[src/rtl/ram_arb_pkg.sv]
// Shared types and constants for the two-port RAM arbiter.
// Optional fixed priority: RAM_ARB_FIXED_PRIORITY_EN.
package ram_arb_pkg;

  typedef enum logic [1:0] {
    IDLE    = 2'd0,
    ACCESS  = 2'd1,
    CAPTURE = 2'd2,
    ACK     = 2'd3
  } state_t;

  localparam int RAM_AW = 9;
  localparam int RAM_DW = 32;

  localparam logic P_FETCH = 1'b0;
  localparam logic P_DATA  = 1'b1;

endpackage

[src/rtl/ram_arb_pick.sv]
// Winner select for the two requesters.
// RAM_ARB_FIXED_PRIORITY_EN: port 0 always wins a tie.
module ram_arb_pick
  import ram_arb_pkg::*;
(
  input  logic req0,
  input  logic req1,
  input  logic last_grant,
  output logic win
);

`ifdef RAM_ARB_FIXED_PRIORITY_EN
  logic unused_last_grant;
  assign unused_last_grant = last_grant;

  always_comb begin
    win = req0 ? P_FETCH : P_DATA;
  end
`else
  always_comb begin
    win = P_FETCH;
    unique case (1'b1)
      (req0 && req1):  win = ~last_grant;
      (req1 && !req0): win = P_DATA;
      default:         win = P_FETCH;
    endcase
  end
`endif

endmodule

[src/rtl/ram_arbiter.sv]
// Two-port arbiter/sequencer for a 1-cycle-read single-port RAM.
// Tie policy via ram_arb_pick (RAM_ARB_FIXED_PRIORITY_EN).
module ram_arbiter
  import ram_arb_pkg::*;
#(
  parameter int AW = RAM_AW,
  parameter int DW = RAM_DW
) (
  input  logic          clock,
  input  logic          reset_n,
  input  logic          req0,
  input  logic          we0,
  input  logic [AW-1:0] addr0,
  input  logic [DW-1:0] wdata0,
  output logic          ack0,
  output logic [DW-1:0] rdata0,
  input  logic          req1,
  input  logic          we1,
  input  logic [AW-1:0] addr1,
  input  logic [DW-1:0] wdata1,
  output logic          ack1,
  output logic [DW-1:0] rdata1,
  output logic          mem_read,
  output logic          mem_write,
  output logic [AW-1:0] mem_addr,
  output logic [DW-1:0] mem_wdata,
  input  logic [DW-1:0] mem_rdata,
  output logic          busy
);

  state_t          state;
  state_t          state_nxt;
  logic            sel;
  logic            last_grant;
  logic            win;
  logic            cmd_we;
  logic [AW-1:0]   cmd_addr;
  logic [DW-1:0]   cmd_wdata;

  ram_arb_pick u_pick (
    .req0       (req0),
    .req1       (req1),
    .last_grant (last_grant),
    .win        (win)
  );

  always_ff @(posedge clock or negedge reset_n) begin
    if (!reset_n) begin
      state      <= IDLE;
      sel        <= P_FETCH;
      last_grant <= P_DATA;
      cmd_we     <= 1'b0;
      cmd_addr   <= '0;
      cmd_wdata  <= '0;
      rdata0     <= '0;
      rdata1     <= '0;
    end else begin
      state <= state_nxt;
      if (state == IDLE && (req0 || req1)) begin
        sel       <= win;
        cmd_we    <= win ? we1 : we0;
        cmd_addr  <= win ? addr1 : addr0;
        cmd_wdata <= win ? wdata1 : wdata0;
      end
      if (state == CAPTURE) begin
        if (sel == P_DATA) rdata1 <= mem_rdata;
        else               rdata0 <= mem_rdata;
      end
      if (state == ACK) last_grant <= sel;
    end
  end

  always_comb begin
    state_nxt = state;
    mem_read  = 1'b0;
    mem_write = 1'b0;
    ack0      = 1'b0;
    ack1      = 1'b0;
    unique case (state)
      IDLE: begin
        if (req0 || req1) state_nxt = ACCESS;
      end
      ACCESS: begin
        mem_write = cmd_we;
        mem_read  = !cmd_we;
        state_nxt = cmd_we ? ACK : CAPTURE;
      end
      CAPTURE: begin
        state_nxt = ACK;
      end
      ACK: begin
        ack0      = (sel == P_FETCH);
        ack1      = (sel == P_DATA);
        state_nxt = IDLE;
      end
    endcase
  end

  // Command registers only move in IDLE, so the bus holds between accesses.
  assign mem_addr  = cmd_addr;
  assign mem_wdata = cmd_wdata;
  assign busy      = (state != IDLE);

endmodule

[config.mk]
export PLATFORM = sky130hd
export DESIGN_NAME = ram_arbiter
export DESIGN_NICKNAME = d
export VERILOG_FILES = /design/src/rtl/ram_arb_pkg.sv /design/src/rtl/ram_arb_pick.sv /design/src/rtl/ram_arbiter.sv
export SDC_FILE = /design/constraint.sdc
export NUM_CORES = 1
export LEC_CHECK = 0
export BUFFER_PORTS_ARGS = -buffer_cell sky130_fd_sc_hd__buf_4
export CAP_MARGIN = 40
export CORE_MARGIN = 2
export CORE_UTILIZATION = 40
export DETAILED_ROUTE_END_ITERATION = 10
export PLACE_DENSITY = 0.71
export SKIP_CTS_REPAIR_TIMING = 1
export SLEW_MARGIN = 10
export SYNTH_ARGS = -nofsm -noshare
export SYNTH_HDL_FRONTEND = slang
export SYNTH_SLANG_ARGS = --single-unit
[constraint.sdc]
create_clock -name clock -period 2.3 [get_ports clock]
set_clock_uncertainty 0.15 [all_clocks]
set_input_delay 0.46 -clock clock [delete_from_list [all_inputs] [get_ports clock]]
set_output_delay 0.46 -clock clock [all_outputs]
set_load 0.1 [all_outputs]
==> metrics.txt <==
# TYPE chip_impl_metric gauge
chip_impl_info{name="layout.cells.most_common",value="buf_4"} 1
chip_impl_metric{name="grt_use_total",unit="%"} 19.72
chip_impl_metric{name="area_delta_synth_final",unit="%"} 46.74
chip_impl_metric{name="clkSinkCount",unit=""} 110
chip_impl_metric{name="initial_utilization",unit="%"} 40.68
chip_impl_metric{name="synth_area",unit="µm²"} 4626
chip_impl_metric{name="worst_hold_slack",unit="ns"} 0.1997
chip_impl_info{name="worst-setup-path-type",value="flop to output port"} 1
chip_impl_metric{name="post-route-worst-setup-slack",unit="ns"} 0.1178
chip_impl_metric{name="timing.reg2reg.setup_slack",unit="ns"} 0.34
chip_impl_metric{name="ctsHtreeMaxLevel",unit=""} 3
chip_impl_metric{name="wl",unit="µm"} 12050
chip_impl_metric{name="placed_cells",unit=""} 749
chip_impl_info{name="hold_path.class",value="input pin to flop"} 1
chip_impl_info{name="worst_setup_path_start_kind",value="flop"} 1
chip_impl_metric{name="layoutNonFillerInstCount",unit=""} 766
chip_impl_metric{name="place_congestion",unit=""} 0.7790
chip_impl_metric{name="worst-slew-pin-transition",unit="ns"} 0.6282
chip_impl_metric{name="maximum_number_of_pins_on_one_net_before_global_route_repair",unit=""} 44
chip_impl_metric{name="path_max_fanout",unit=""} 5
chip_impl_metric{name="antenna-diode-count",unit=""} 0
chip_impl_metric{name="clk_transition_reported_paths",unit="ns"} 0.08
chip_impl_metric{name="worst_ep_required_time",unit="ns"} 1.69
chip_impl_metric{name="drc",unit=""} 0
chip_impl_metric{name="met1Wirelength",unit="µm"} 5138
chip_impl_metric{name="nFillCells",unit=""} 952
chip_impl_metric{name="dieHeight",unit="µm"} 111.5
chip_impl_metric{name="first_global_vias",unit=""} 3964
chip_impl_metric{name="drt_first_iter_violations",unit=""} 241
chip_impl_metric{name="number_of_distinct_library_cells_after_synthesis",unit=""} 22
chip_impl_metric{name="report.final.slew_viol_count",unit=""} 0
chip_impl_metric{name="antenna_violations_before_repair",unit=""} 0
chip_impl_metric{name="die_w",unit="µm"} 111.5
chip_impl_info{name="buffer_cell_driving_the_clock_tree_root",value="clkbuf_16"} 1
chip_impl_metric{name="cts_buffers",unit=""} 9
chip_impl_metric{name="first_pass_grt_wire_length",unit="µm"} 19840
chip_impl_metric{name="placeableCoreArea",unit="µm²"} 11370
chip_impl_metric{name="met3_routed_wl",unit="µm"} 1067
chip_impl_metric{name="cts_buffer_depth",unit=""} 2
chip_impl_info{name="commonest_cells_after_routing_fill_and_taps_aside",value="buf_4, dfrtp_1, a21oi_1"} 1
chip_impl_metric{name="io-pin-count",unit=""} 230
chip_impl_metric{name="per_cell_routed_wire_length",unit="µm"} 15.72
chip_impl_metric{name="portBuffers",unit=""} 229
chip_impl_info{name="grt_setup_unrepaired",value="no"} 1
chip_impl_metric{name="syn_avg_cell_area",unit="µm²"} 11.77
chip_impl_metric{name="post_route_cells_drive_above_1_share",unit="%"} 52.33
chip_impl_metric{name="critical_path_arrival",unit="ns"} 1.57
chip_impl_metric{name="slew_headroom",unit="%"} 57.96
chip_impl_metric{name="fp.dieArea",unit="µm²"} 12440
chip_impl_metric{name="total_vias_in_the_final_route",unit=""} 3854
chip_impl_metric{name="drt.antenna.violating_nets",unit=""} 0
chip_impl_metric{name="preCtsSetupSlack",unit="ns"} 0.3108
chip_impl_metric{name="yosys_warnings",unit=""} 0
chip_impl_metric{name="maximum_clock_rate",unit="MHz"} 458.3
chip_impl_metric{name="grt_remaining_overflow",unit=""} 0
chip_impl_metric{name="dp_hpwl",unit="µm"} 8829
chip_impl_metric{name="period_minus_slack",unit="ns"} 2.182
chip_impl_metric{name="yosysSeqAreaShare",unit="%"} 59.53
chip_impl_metric{name="clock_latency",unit="ns"} 0.34
chip_impl_metric{name="std_cell_rows",unit=""} 39
chip_impl_metric{name="first_pass_iters",unit=""} 4
chip_impl_info{name="critPathCaptureType",value="output port"} 1
chip_impl_metric{name="total_nets_after_synthesis",unit=""} 518
chip_impl_info{name="top_signal_layer_used",value="met4"} 1
chip_impl_info{name="outcome",value="complete, no violations"} 1
chip_impl_metric{name="syn-instance-count",unit=""} 393
chip_impl_metric{name="final_nets",unit=""} 743
chip_impl_metric{name="timing.final.setup_violations",unit=""} 0
chip_impl_metric{name="totalNegativeSetupSlack",unit="ns"} 0
chip_impl_metric{name="route.met2.wl",unit="µm"} 5646
chip_impl_metric{name="via_per_inst",unit=""} 5.031
chip_impl_metric{name="postSynthRegisterBits",unit=""} 110
chip_impl_info{name="cts_tree",value="done"} 1
chip_impl_metric{name="period_share",unit="%"} 94.88
chip_impl_metric{name="max_cap_viols",unit=""} 0
chip_impl_metric{name="timing.final.hold_violations",unit=""} 0
-- metal layers --
| layer | global-route usage, % | vias up |
|---|---|---|
| met5 | 0 | - |
| met4 | 5.761 | 0 |
| met3 | 6.424 | 16 |
| met2 | 31.83 | 185 |
| met1 | 25.67 | 1872 |
| li1 | - | 1781 |
-- layout make-up --
| cell class | instances | area [µm²] | area share (%) |
|---|---|---|---|
| clock buffer | 10 | 229.0 | 3.373 |
| clock inverter | 6 | 53.80 | 0.7926 |
| inverter | 3 | 11.26 | 0.1659 |
| multi-input combinational | 255 | 1694 | 24.96 |
| sequential | 110 | 2754 | 40.57 |
| tap | 143 | 178.9 | 2.636 |
| timing repair buffer | 239 | 1867 | 27.50 |
-- Yosys cell counts --
library cell	instances	area share [%]
inv_1	3	0.24
o21ai_1	1	0.11
a21oi_1	84	9.1
nor2_1	43	3.5
ha_1	5	1.4
o31ai_1	2	0.32
dfstp_2	1	0.57
nand2b_1	1	0.14
a21boi_4	1	0.41
buf_6	5	1.2
mux2_4	6	1.9
a21bo_2	1	0.22
nand2_1	44	3.6
nor3b_1	1	0.16
dfrtp_1	109	59
o21a_1	1	0.16
nor2b_1	2	0.27
and2_1	2	0.27
buf_2	10	1.1
o21ai_2	1	0.19
mux2_2	60	15
buf_4	10	1.6
-- worst paths after layout --
path	startpoint	endpoint	cells past startpoint
min reg2reg	rdata0[5]	rdata0[5]	1
min	mem_rdata[3]	rdata1[3]	2
min in group asynchronous	reset_n	rdata0[26]	2
max	state[0]	busy	4
max in group asynchronous	reset_n	last_grant	3
max reg2reg	state[0]	rdata0[8]	5
-- flip-flops by register name, indices dropped and copies added (netlist names) --
register    count
cmd_we          1
last_grant      1
mem_addr        9
mem_wdata      32
rdata0         32
rdata1         32
sel             1
state           2
-- worst max-delay path, stage by stage (launching register included) --
cell     delay, ns
dfrtp_1       0.43
inv_1         0.11
ha_1          0.29
inv_1         0.10
buf_4         0.30
-- cells by family after synthesis --
logic type,Yosys count,share of synthesized area (%)
fa+ha+maj,5,1.352
buf+inv,28,4.165
flops,110,59.53
simple gates,93,7.898
compound gates,91,10.49
mux,66,16.55
-- per-stage QoR --
step                      cell area [µm²]  util (%)
after CTS                            6778     59.61
after global routing                 6788     59.70
final                                6788     59.70
after global placement               6467     56.88
after floorplan                      4631         -
after detailed placement             6495     57.13
Power is left out: the tool's default activity adds up to more than one toggle a clock period on the data nets, which glitch-free logic cannot reach.
